==> src/rtl/pcap_ts_pkg.sv <==
// Shared definitions for the pcap timestamp tagger: FSM encoding, default
// meta signature and a width-parametrised byte reverse.
package pcap_ts_pkg;

    localparam logic [1:0] S_HEAD = 2'd0;
    localparam logic [1:0] S_META = 2'd1;
    localparam logic [1:0] S_DATA = 2'd2;

    localparam logic [63:0] DEFAULT_SIGNATURE = 64'h00000000_efbeadde;

    // Reverses the byte order of the low nbytes of v (1..8); upper bytes return 0.
    function automatic logic [63:0] byte_rev(input logic [63:0] v, input int nbytes);
        logic [63:0] r;
        for (int i = 0; i < 8; i++)
            r[8*i +: 8] = v[8*(7-i) +: 8];
        return r >> (64 - 8*nbytes);
    endfunction

endpackage

==> src/rtl/axis_skid_reg.sv <==
// Two-entry AXI4-Stream register slice: registered outputs, registered ready,
// one cycle of latency and full throughput. Resets to empty.
module axis_skid_reg #(
    parameter int DATA_WIDTH  = 512,
    parameter int TUSER_WIDTH = 128
) (
    input  logic                      axis_aclk,
    input  logic                      axis_aresetn,
    input  logic [DATA_WIDTH-1:0]     s_tdata,
    input  logic [DATA_WIDTH/8-1:0]   s_tkeep,
    input  logic [TUSER_WIDTH-1:0]    s_tuser,
    input  logic                      s_tlast,
    input  logic                      s_tvalid,
    output logic                      s_tready,
    output logic [DATA_WIDTH-1:0]     m_tdata,
    output logic [DATA_WIDTH/8-1:0]   m_tkeep,
    output logic [TUSER_WIDTH-1:0]    m_tuser,
    output logic                      m_tlast,
    output logic                      m_tvalid,
    input  logic                      m_tready
);

    localparam int W = DATA_WIDTH + DATA_WIDTH/8 + TUSER_WIDTH + 1;

    logic [W-1:0] in_bus;
    logic [W-1:0] out_bus_p1;
    logic [W-1:0] skid_bus_p1;
    logic         vld_p1;
    logic         skid_vld_p1;

    assign in_bus = {s_tlast, s_tuser, s_tkeep, s_tdata};

    // Output register loads whenever it is empty or draining; a beat arriving
    // while the output is stalled parks in the skid entry.
    always_ff @(posedge axis_aclk or negedge axis_aresetn) begin
        if (!axis_aresetn) begin
            out_bus_p1  <= '0;
            skid_bus_p1 <= '0;
            vld_p1      <= 1'b0;
            skid_vld_p1 <= 1'b0;
        end else if (m_tready || !vld_p1) begin
            if (skid_vld_p1) begin
                out_bus_p1  <= skid_bus_p1;
                vld_p1      <= 1'b1;
                skid_vld_p1 <= 1'b0;
            end else if (s_tvalid) begin
                out_bus_p1 <= in_bus;
                vld_p1     <= 1'b1;
            end else begin
                vld_p1 <= 1'b0;
            end
        end else if (s_tvalid && !skid_vld_p1) begin
            skid_bus_p1 <= in_bus;
            skid_vld_p1 <= 1'b1;
        end
    end

    assign s_tready = !skid_vld_p1;
    assign m_tvalid = vld_p1;
    assign {m_tlast, m_tuser, m_tkeep, m_tdata} = out_bus_p1;

endmodule

==> src/rtl/pcap_ts_tagger.sv <==
// Drops timestamp meta packets and stamps their timestamp into the tuser of the
// following data packet(s). Optional event counters under `PCAP_TS_STATS_EN.
module pcap_ts_tagger
    import pcap_ts_pkg::*;
#(
    parameter int          DATA_WIDTH     = 512,
    parameter int          TUSER_WIDTH    = 128,
    parameter logic [63:0] SIGNATURE      = DEFAULT_SIGNATURE,
    parameter int          TS_WIDTH       = 32,
    parameter int          TS_BYTE_OFFSET = 12,
    parameter int          TS_TUSER_LSB   = 32,
    parameter int          TS_MODE        = 0
) (
    input  logic                      axis_aclk,
    input  logic                      axis_aresetn,
    input  logic [DATA_WIDTH-1:0]     s_axis_tdata,
    input  logic [DATA_WIDTH/8-1:0]   s_axis_tkeep,
    input  logic [TUSER_WIDTH-1:0]    s_axis_tuser,
    input  logic                      s_axis_tvalid,
    input  logic                      s_axis_tlast,
    output logic                      s_axis_tready,
    output logic [DATA_WIDTH-1:0]     m_axis_tdata,
    output logic [DATA_WIDTH/8-1:0]   m_axis_tkeep,
    output logic [TUSER_WIDTH-1:0]    m_axis_tuser,
    output logic                      m_axis_tvalid,
    output logic                      m_axis_tlast,
    input  logic                      m_axis_tready,
    output logic [31:0]               stat_meta_cnt,
    output logic [31:0]               stat_tagged_cnt,
    output logic [31:0]               stat_overwrite_cnt
);

    logic [1:0]             state;
    logic                   ts_pend;
    logic [TS_WIDTH-1:0]    ts;
    logic                   pkt_pend;
    logic [TS_WIDTH-1:0]    pkt_ts;
    logic                   in_head;
    logic                   meta_head;
    logic                   fwd_valid;
    logic                   fwd_fire;
    logic                   meta_fire;
    logic                   skid_ready;
    logic                   cur_pend;
    logic [TS_WIDTH-1:0]    cur_ts;
    logic [TS_WIDTH-1:0]    ts_new;
    logic [63:0]            ts_raw;
    logic [TUSER_WIDTH-1:0] fwd_tuser;

    assign in_head       = (state == S_HEAD);
    assign meta_head     = in_head && (s_axis_tdata[63:0] == SIGNATURE);
    assign s_axis_tready = axis_aresetn && ((state == S_META) || meta_head || skid_ready);
    assign fwd_valid     = s_axis_tvalid && !meta_head && (state != S_META);
    assign fwd_fire      = fwd_valid && skid_ready;
    assign meta_fire     = s_axis_tvalid && s_axis_tready && meta_head;

    // The head beat sees the live pending flag; later beats reuse its snapshot.
    assign cur_pend = in_head ? ts_pend : pkt_pend;
    assign cur_ts   = in_head ? ts : pkt_ts;

    always_comb begin
        ts_raw = '0;
        ts_raw[TS_WIDTH-1:0] = s_axis_tdata[8*TS_BYTE_OFFSET +: TS_WIDTH];
        ts_new = TS_WIDTH'(byte_rev(ts_raw, TS_WIDTH/8));
        fwd_tuser = s_axis_tuser;
        fwd_tuser[TS_TUSER_LSB +: TS_WIDTH] = cur_pend ? cur_ts : '0;
        fwd_tuser[TS_TUSER_LSB + TS_WIDTH]  = cur_pend;
    end

    always_ff @(posedge axis_aclk or negedge axis_aresetn) begin
        if (!axis_aresetn) begin
            state    <= S_HEAD;
            ts_pend  <= 1'b0;
            ts       <= '0;
            pkt_pend <= 1'b0;
            pkt_ts   <= '0;
        end else begin
            if (meta_fire) begin
                ts      <= ts_new;
                ts_pend <= 1'b1;
            end else if (TS_MODE == 0 && fwd_fire && s_axis_tlast && cur_pend) begin
                ts_pend <= 1'b0;
            end
            case (state)
                S_HEAD: begin
                    if (meta_fire) begin
                        state <= s_axis_tlast ? S_HEAD : S_META;
                    end else if (fwd_fire) begin
                        state    <= s_axis_tlast ? S_HEAD : S_DATA;
                        pkt_pend <= ts_pend;
                        pkt_ts   <= ts;
                    end
                end
                S_META:  if (s_axis_tvalid && s_axis_tlast) state <= S_HEAD;
                S_DATA:  if (fwd_fire && s_axis_tlast) state <= S_HEAD;
                default: state <= S_HEAD;
            endcase
        end
    end

    axis_skid_reg #(
        .DATA_WIDTH  (DATA_WIDTH),
        .TUSER_WIDTH (TUSER_WIDTH)
    ) u_skid (
        .axis_aclk    (axis_aclk),
        .axis_aresetn (axis_aresetn),
        .s_tdata      (s_axis_tdata),
        .s_tkeep      (s_axis_tkeep),
        .s_tuser      (fwd_tuser),
        .s_tlast      (s_axis_tlast),
        .s_tvalid     (fwd_valid),
        .s_tready     (skid_ready),
        .m_tdata      (m_axis_tdata),
        .m_tkeep      (m_axis_tkeep),
        .m_tuser      (m_axis_tuser),
        .m_tlast      (m_axis_tlast),
        .m_tvalid     (m_axis_tvalid),
        .m_tready     (m_axis_tready)
    );

`ifdef PCAP_TS_STATS_EN
    logic [31:0] meta_cnt;
    logic [31:0] tagged_cnt;
    logic [31:0] ovw_cnt;

    always_ff @(posedge axis_aclk or negedge axis_aresetn) begin
        if (!axis_aresetn) begin
            meta_cnt   <= '0;
            tagged_cnt <= '0;
            ovw_cnt    <= '0;
        end else begin
            if (meta_fire)
                meta_cnt <= meta_cnt + 32'd1;
            if (meta_fire && ts_pend && TS_MODE == 0)
                ovw_cnt <= ovw_cnt + 32'd1;
            if (fwd_fire && in_head && ts_pend)
                tagged_cnt <= tagged_cnt + 32'd1;
        end
    end

    assign stat_meta_cnt      = meta_cnt;
    assign stat_tagged_cnt    = tagged_cnt;
    assign stat_overwrite_cnt = ovw_cnt;
`else
    assign stat_meta_cnt      = '0;
    assign stat_tagged_cnt    = '0;
    assign stat_overwrite_cnt = '0;
`endif

endmodule

==> config.mk <==
export PLATFORM = sky130hd
export DESIGN_NAME = pcap_ts_tagger
export DESIGN_NICKNAME = d
export VERILOG_FILES = /design/src/rtl/pcap_ts_pkg.sv /design/src/rtl/axis_skid_reg.sv /design/src/rtl/pcap_ts_tagger.sv
export SDC_FILE = /design/constraint.sdc
export NUM_CORES = 2
export LEC_CHECK = 0
export BUFFER_PORTS_ARGS = -buffer_cell sky130_fd_sc_hd__buf_4
export CORE_AREA = 2 2 581 583
export CTS_CLUSTER_DIAMETER = 60
export DETAILED_ROUTE_END_ITERATION = 16
export DIE_AREA = 0 0 583 585
export GPL_TIMING_DRIVEN = 0
export PLACE_DENSITY_LB_ADDON = 0.1
export REMOVE_ABC_BUFFERS = 1
export SYNTH_ARGS = -nofsm -noshare
export SYNTH_HDL_FRONTEND = slang
export SYNTH_SLANG_ARGS = --single-unit
==> constraint.sdc <==
create_clock -name axis_aclk -period 4.6 [get_ports axis_aclk]
set_input_delay 0.46 -clock axis_aclk [delete_from_list [all_inputs] [get_ports axis_aclk]]
set_output_delay 0.46 -clock axis_aclk [all_outputs]
set_load 0.05 [all_outputs]
; ---- Yosys cells after proc, flatten, opt, wreduce, memory -nomap -nowiden
; Index checks and enable logic that the tools add are counted.
[word_totals]
reg_bits = 1480
latchBits = 0
ram_bits = 0
rom_bits = 0
inputBits = 709
wordCells = 60
memories = 0
[op_classes]
addsub = 0
mul = 0
div_mod_pow = 0
order_cmp = 0
n_eq_ne = 7
shift = 0
mux = 18
bitwise = 2
reduce_logical = 24
[op_table]
columns = operator, count
row1 = 2-to-1 mux 705 bit, 2
row2 = == test 64 x 32 -> 1 bit (second input constant), 1
row3 = 2-to-1 mux 32 bit, 2
row4 = logical AND 1 bit, 10
row5 = 2-to-1 mux 2 bit, 5
row6 = 2-to-1 mux 1 bit, 8
row7 = one-hot mux 2 bit (3 select lines), 1
row8 = AND reduction 3 bit, 2
row9 = nonzero test 2 bit, 3
row10 = inequality test 2 x 1 -> 1 bit (second input constant), 2
row11 = AND reduction 2 bit, 2
row12 = logical NOT 1 bit, 3
row13 = logical OR 1 bit, 3
row14 = inequality test 3 x 1 -> 1 bit (second input constant), 1
row15 = == test 2 x 1 -> 1 bit (second input constant), 1
row16 = == test 2 bit (second input constant), 1
row17 = logical NOT 2 bit, 1
row18 = inequality test 2 bit (second input constant), 1
row19 = NOT 1 bit, 2

; ---- Logic depth before layout (Yosys ltp)
[depth]
word_depth = 10
depth_mapped = 9
mapped_depth_nobuf = 5

; ---- By module
; A second synthesis with hierarchy kept.
[hier_totals]
hier_cells = 4176
area_unflattened_um2 = 65017.4
[by_module_without_submodules]
columns = mod, instances, cells_each, area_per_inst_um2, seq_area_each_um2
row1 = axis_skid_reg, 1, 3769, 60775.8, 35333.9
row2 = pcap_ts_tagger, 1, 407, 4241.6, 1701.6

; ---- Worst setup path before layout
; OpenSTA, ideal clock, no wires.
[synth_path]
path_type = in2out
start = input s_axis_tdata[61]
end = output s_axis_tready
arrival_ns = 2.310
required_ns = 4.140
setup_slack_ns = 1.830
path_stages = 6
cell_sequence = nor4_1 -> nand4_1 -> or4_1 -> nor2_2 -> buf_2 -> o31a_1
[synth_between]
elab_chain_len = 5
[synth_rtl]
columns = item, line_no
row1 = start: declaration, pcap_ts_tagger.sv:16  ; input logic [DATA_WIDTH-1:0] s_axis_tdata,
row2 = == test 64 x 32 -> 1 bit, pcap_ts_tagger.sv:51  ; assign meta_head = in_head && (s_axis_tdata[63:0] == SIGNATURE);
row3 = logical AND 1 bit, pcap_ts_tagger.sv:51
row4 = logical OR 1 bit (2 in series), pcap_ts_tagger.sv:52  ; assign s_axis_tready = axis_aresetn && ((state == S_META) || meta_head || skid_ready);
row5 = logical AND 1 bit, pcap_ts_tagger.sv:52
row6 = end: declaration, pcap_ts_tagger.sv:21  ; output logic s_axis_tready,
; No other way between the ends.

; ---- Worst setup path in the final report
[layout_path]
start = input s_axis_tdata[11]
end = register u_skid.out_bus_p1[437]
[layout_between]
elab_chain_len = 7
[layout_rtl]
columns = item, line_no
row1 = == test 64 x 32 -> 1 bit, pcap_ts_tagger.sv:51
row2 = logical AND 1 bit, pcap_ts_tagger.sv:51
row3 = logical NOT 1 bit, pcap_ts_tagger.sv:53  ; assign fwd_valid = s_axis_tvalid && !meta_head && (state != S_META);
row4 = logical AND 1 bit (2 in series), pcap_ts_tagger.sv:53
row5 = nonzero test 2 bit (no line), -
row6 = AND reduction 2 bit (no line), -
row7 = end signal: assignment, axis_skid_reg.sv:43  ; out_bus_p1 <= skid_bus_p1;
row8 = end signal: assignment, axis_skid_reg.sv:47  ; out_bus_p1 <= in_bus;
row9 = end: declaration, axis_skid_reg.sv:26  ; logic [W-1:0] out_bus_p1;
; No other way between the ends.
; A chain may end at the register's enable or synchronous reset.

==> summary.md <==
| Metric | Value |
|---|---|
| Post-route setup TNS | 0 ns |
| Post-synth EDFFs | 0 |
| Crit. End Element | flop |
| Start of the worst register-to-register path | u_skid.skid_vld_p1 |
| Buffers on Ports | 1382 |
| Ranking of synthesized cells by area | dfrtp_1 55%, a211oi_1 15%, mux2_1 7.4% |
| Initial antenna violation count | 93 |
| Post-synth ARST share | 1.00 |
| R2R Setup Slk | between 0.2 and 0.25 ns |
| Drt initial violations | 3271 |
| Via count | 60000 |
| WL final | 327000 µm |
| Slew margin rel. | 0.279 |
| Status | complete, no violations |
| Post-Synthesis Cell Area | between 60000 and 70000 µm² |
| Reg2reg path depth | 11 |
| Arr. time, crit path | just over 5 ns |
| Die H | 585 µm |
| Finished Core Util | 0.298 |
| Final setup viols | 0 |
| DRC errors left | 0 |
| Int Pwr | 0.0313 W |
| Clock skew | around 0.060 ns |
| Synthesized area per cell | 11.4 µm² |
| Area taken by flip-flops and latches | 37000 µm² |
| Global route overflow | 0 |
| Detailed-placement wirelength estimate | 225000 µm |
| RD Place Congestion | 0.775 |
| Drt first pass iters | 7 |
| Met1 wire length | 139000 µm |
| Worst Path Required | 5.40 ns |
| # Max-Cap Violations | 0 |
| Sequential cell area fraction in the yosys report | 0.545 |
| Worst min-delay path class | primary input to async pin |
| CP Capture Point | u_skid.out_bus_p1[437] |
| Row cnt | 213 |
| Die area | 341000 µm² |
| Switching Fraction | 0.371 |
| Clock latency on the worst-skew pair | ~0.90 ns |
| RSZ-0062 raised after global routing | no |
| P&R area growth vs syn | 47.1% |
| Total track usage | 0.183 |
| Slew at the pin closest to its max-slew limit | 1.08 ns |
| CTS tree | built |
| CTS Sinks | 1480 |
| DR WL met2 | 151000 µm |
| WL met3 | 24100 µm |
| Synth top area share | 0.545 |
| Reg clk slew, reported paths | roughly 0.060 ns |
| Static leakage | 40.8 nW |
| Inserted Clock Buffers | 216 |
| Register share of total power | 0.354 |
| Maximum clock frequency | 228 MHz |
| Slew Limit Fails | 0 |
| Power Density | between 400 and 500 nW/µm² |
| Synthesis warning total | 0 |
| Number of global-route vias before repair | roughly 63000 |
| Commonest cells in the netlist | 1480 x dfrtp_1, 1330 x a211oi_1, 714 x nor2_1 |
| First-pass GRT wire length | ~470000 µm |
| Filler instances | 34400 |
| Most frequent cell after synthesis | dfrtp_1 |
| Crit path launch | s_axis_tdata[11] |
| Combinational share of power | 0.296 |
| CTS max path bufs | 4 |
| Starting Density | 0.203 |
| P_sw | 0.0185 W |
| Core region area | between 300000 and 400000 µm² |
| #FFs+latches synth | 1480 |
| Fin nets | 8588 |
| Primary FF master, synth | dfrtp_1 |
| Htree depth | 4 |
| Peak supply drop | just over 0.0003 V |
| Die Wd | 583 µm |
| Antenna-violating nets left | 0 |
| Time the worst path needs with I/O delays and setup | about 4.4 ns |
| Crit Path Max Fanout | 9 |
| Max Used Layer | met5 |
| Unique masters post-synth | 38 |
| Syn Inst Count | between 5000 and 6000 |
| Final worst-path cycle share | 0.952 |
| Root buffer cell | clkbuf_16 |
| Clock share of power | 0.350 |
| Final Hold Fails | 0 |
| I/O Pins | 1512 |
| WL/cell | 26.1 µm |
| Critical path startpoint category | primary input |
| Pin count of the biggest net entering global routing | ~170 |
| Largest area contributor in the netlist | dfrtp_1 |
| Fraction of layout cells with a size suffix above 1 | 0.294 |
| Multi-input logic area | 27400 µm² |
| Post-DR vias/cell | ~4.8 |
| Critical path class | primary input to flop |
| FF-to-FF End | u_skid.skid_bus_p1[420] |
==> worst max-delay path, stage by stage <==
cell           delay, ns
dlygate4sd3_1       0.55
buf_4               0.18
nor4bb_1            0.37
nand4_1             0.29
nor4_4              0.41
buf_4               0.24
buf_4               0.19
buf_4               0.19
buf_4               0.20
buf_4               0.18
buf_4               0.19
buf_4               0.19
buf_4               0.20
buf_4               0.20
buf_4               0.20
buf_4               0.17
buf_4               0.19
buf_4               0.20
a211oi_1            0.09
a211oi_1            0.25
==> worst min path at each step <==
stage | startpoint | depth (start not counted) | slack (ns) | to
2_1_floorplan | axis_aresetn | 0 | 0.16 | pkt_pend
3_3_place_gp | state[0] | 1 | 0.45 | state[1]
3_5_place_dp | u_skid.skid_bus_p1[314] | 1 | 0.48 | u_skid.skid_bus_p1[314]
4_1_cts | s_axis_tdata[417] | 3 | 0.22 | u_skid.skid_bus_p1[417]
5_1_grt | s_axis_tuser[98] | 3 | 0.26 | u_skid.skid_bus_p1[674]
6_report | axis_aresetn | 3 | 0.24 | u_skid.skid_bus_p1[481]
==> layout make-up <==
cell class	count	share of cell area
tap	4407	0.0552
antenna	66	0.00165
inverter	28	0.00105
clock buffer	310	0.0632
sequential	1480	0.371
multi-input combinational	3799	0.274
timing repair buffer	2354	0.223
clock inverter	88	0.0111
==> power groups by stage <==
stage,sequential (W),combinational (W),clock (W)
after global placement,0.0179,0.0172,0
after detailed placement,0.0178,0.0143,0
after floorplan,0.0222,0.00546,0
after global routing,0.0180,0.0156,0.0186
final,0.0176,0.0148,0.0175
after CTS,0.0176,0.0150,0.0181
==> registers in the layout, summed over array words and instances, names as in the netlist, 2 cells and up <==
name,flops
ts,32
pkt_ts,32
state,2
u_skid.skid_bus_p1,705
u_skid.out_bus_p1,705
==> repair_timing <==
item | CTS | global route
pin swaps | 1 | 2
gates cloned | 0 | 1
setup endpoints to repair | 87 | 14
hold buffers | 677 | 0
buffers inserted | 1 | 4
gates resized for setup | 0 | 2
endpoints found under the hold margin | 1503 | 0
==> metal layers <==
metal,global-route usage,up-vias
li1,-,26600
met1,0.235,31000
met2,0.294,1894
met3,0.0522,506
met4,0.0659,32
met5,0,-
==> metrics by stage <==
stage	cell area, µm²	total power, W	instances	setup slack (ns)	hold slack, ns
floorplan	64400	0.0277	5307	-246.24	0.164
global route	99800	0.0522	12500	0.0237	0.261
finish	99900	0.0499	12500	0.220	0.245
CTS	99700	0.0506	12500	0.0532	0.222
detailed placement	85500	0.0321	11400	-0.493	0.475
global placement	80300	0.0351	11100	-1090.39	0.451
==> logic make-up (layout without fill, tap and decap cells) <==
kind of cell,Yosys count,count (layout),share of synthesized area
buffers and inverters,753,2780,0.0583
multiplexers,803,803,0.133
flip-flops,1480,1480,0.545
AO/OA/AOI/OAI,2136,2136,0.220
AND/OR/NAND/NOR,764,764,0.0441
other,1,162,0.0000552
==> placed cells by master (no fill, tap or decap), types with 4 or more instances in the layout <==
cell type,count
a211oi_1,1330
buf_6,15
clkinvlp_4,7
inv_6,12
buf_8,4
buf_12,82
clkbuf_8,49
inv_1,28
conb_1,96
nand4_1,4
nand2_1,8
nor4bb_1,5
nor2_1,714
clkinv_16,4
buf_16,89
diode_2,66
clkinv_2,39
clkinv_4,6
clkbuf_1,42
bufinv_16,19
o22ai_1,705
dfrtp_1,1479
mux2_2,320
a21oi_1,59
nor4_1,8
buf_4,1487
clkbuf_16,220
o21ai_0,34
mux2_1,449
dlygate4sd3_1,676
mux2i_1,33
Power figures use the tool's default switching activity.
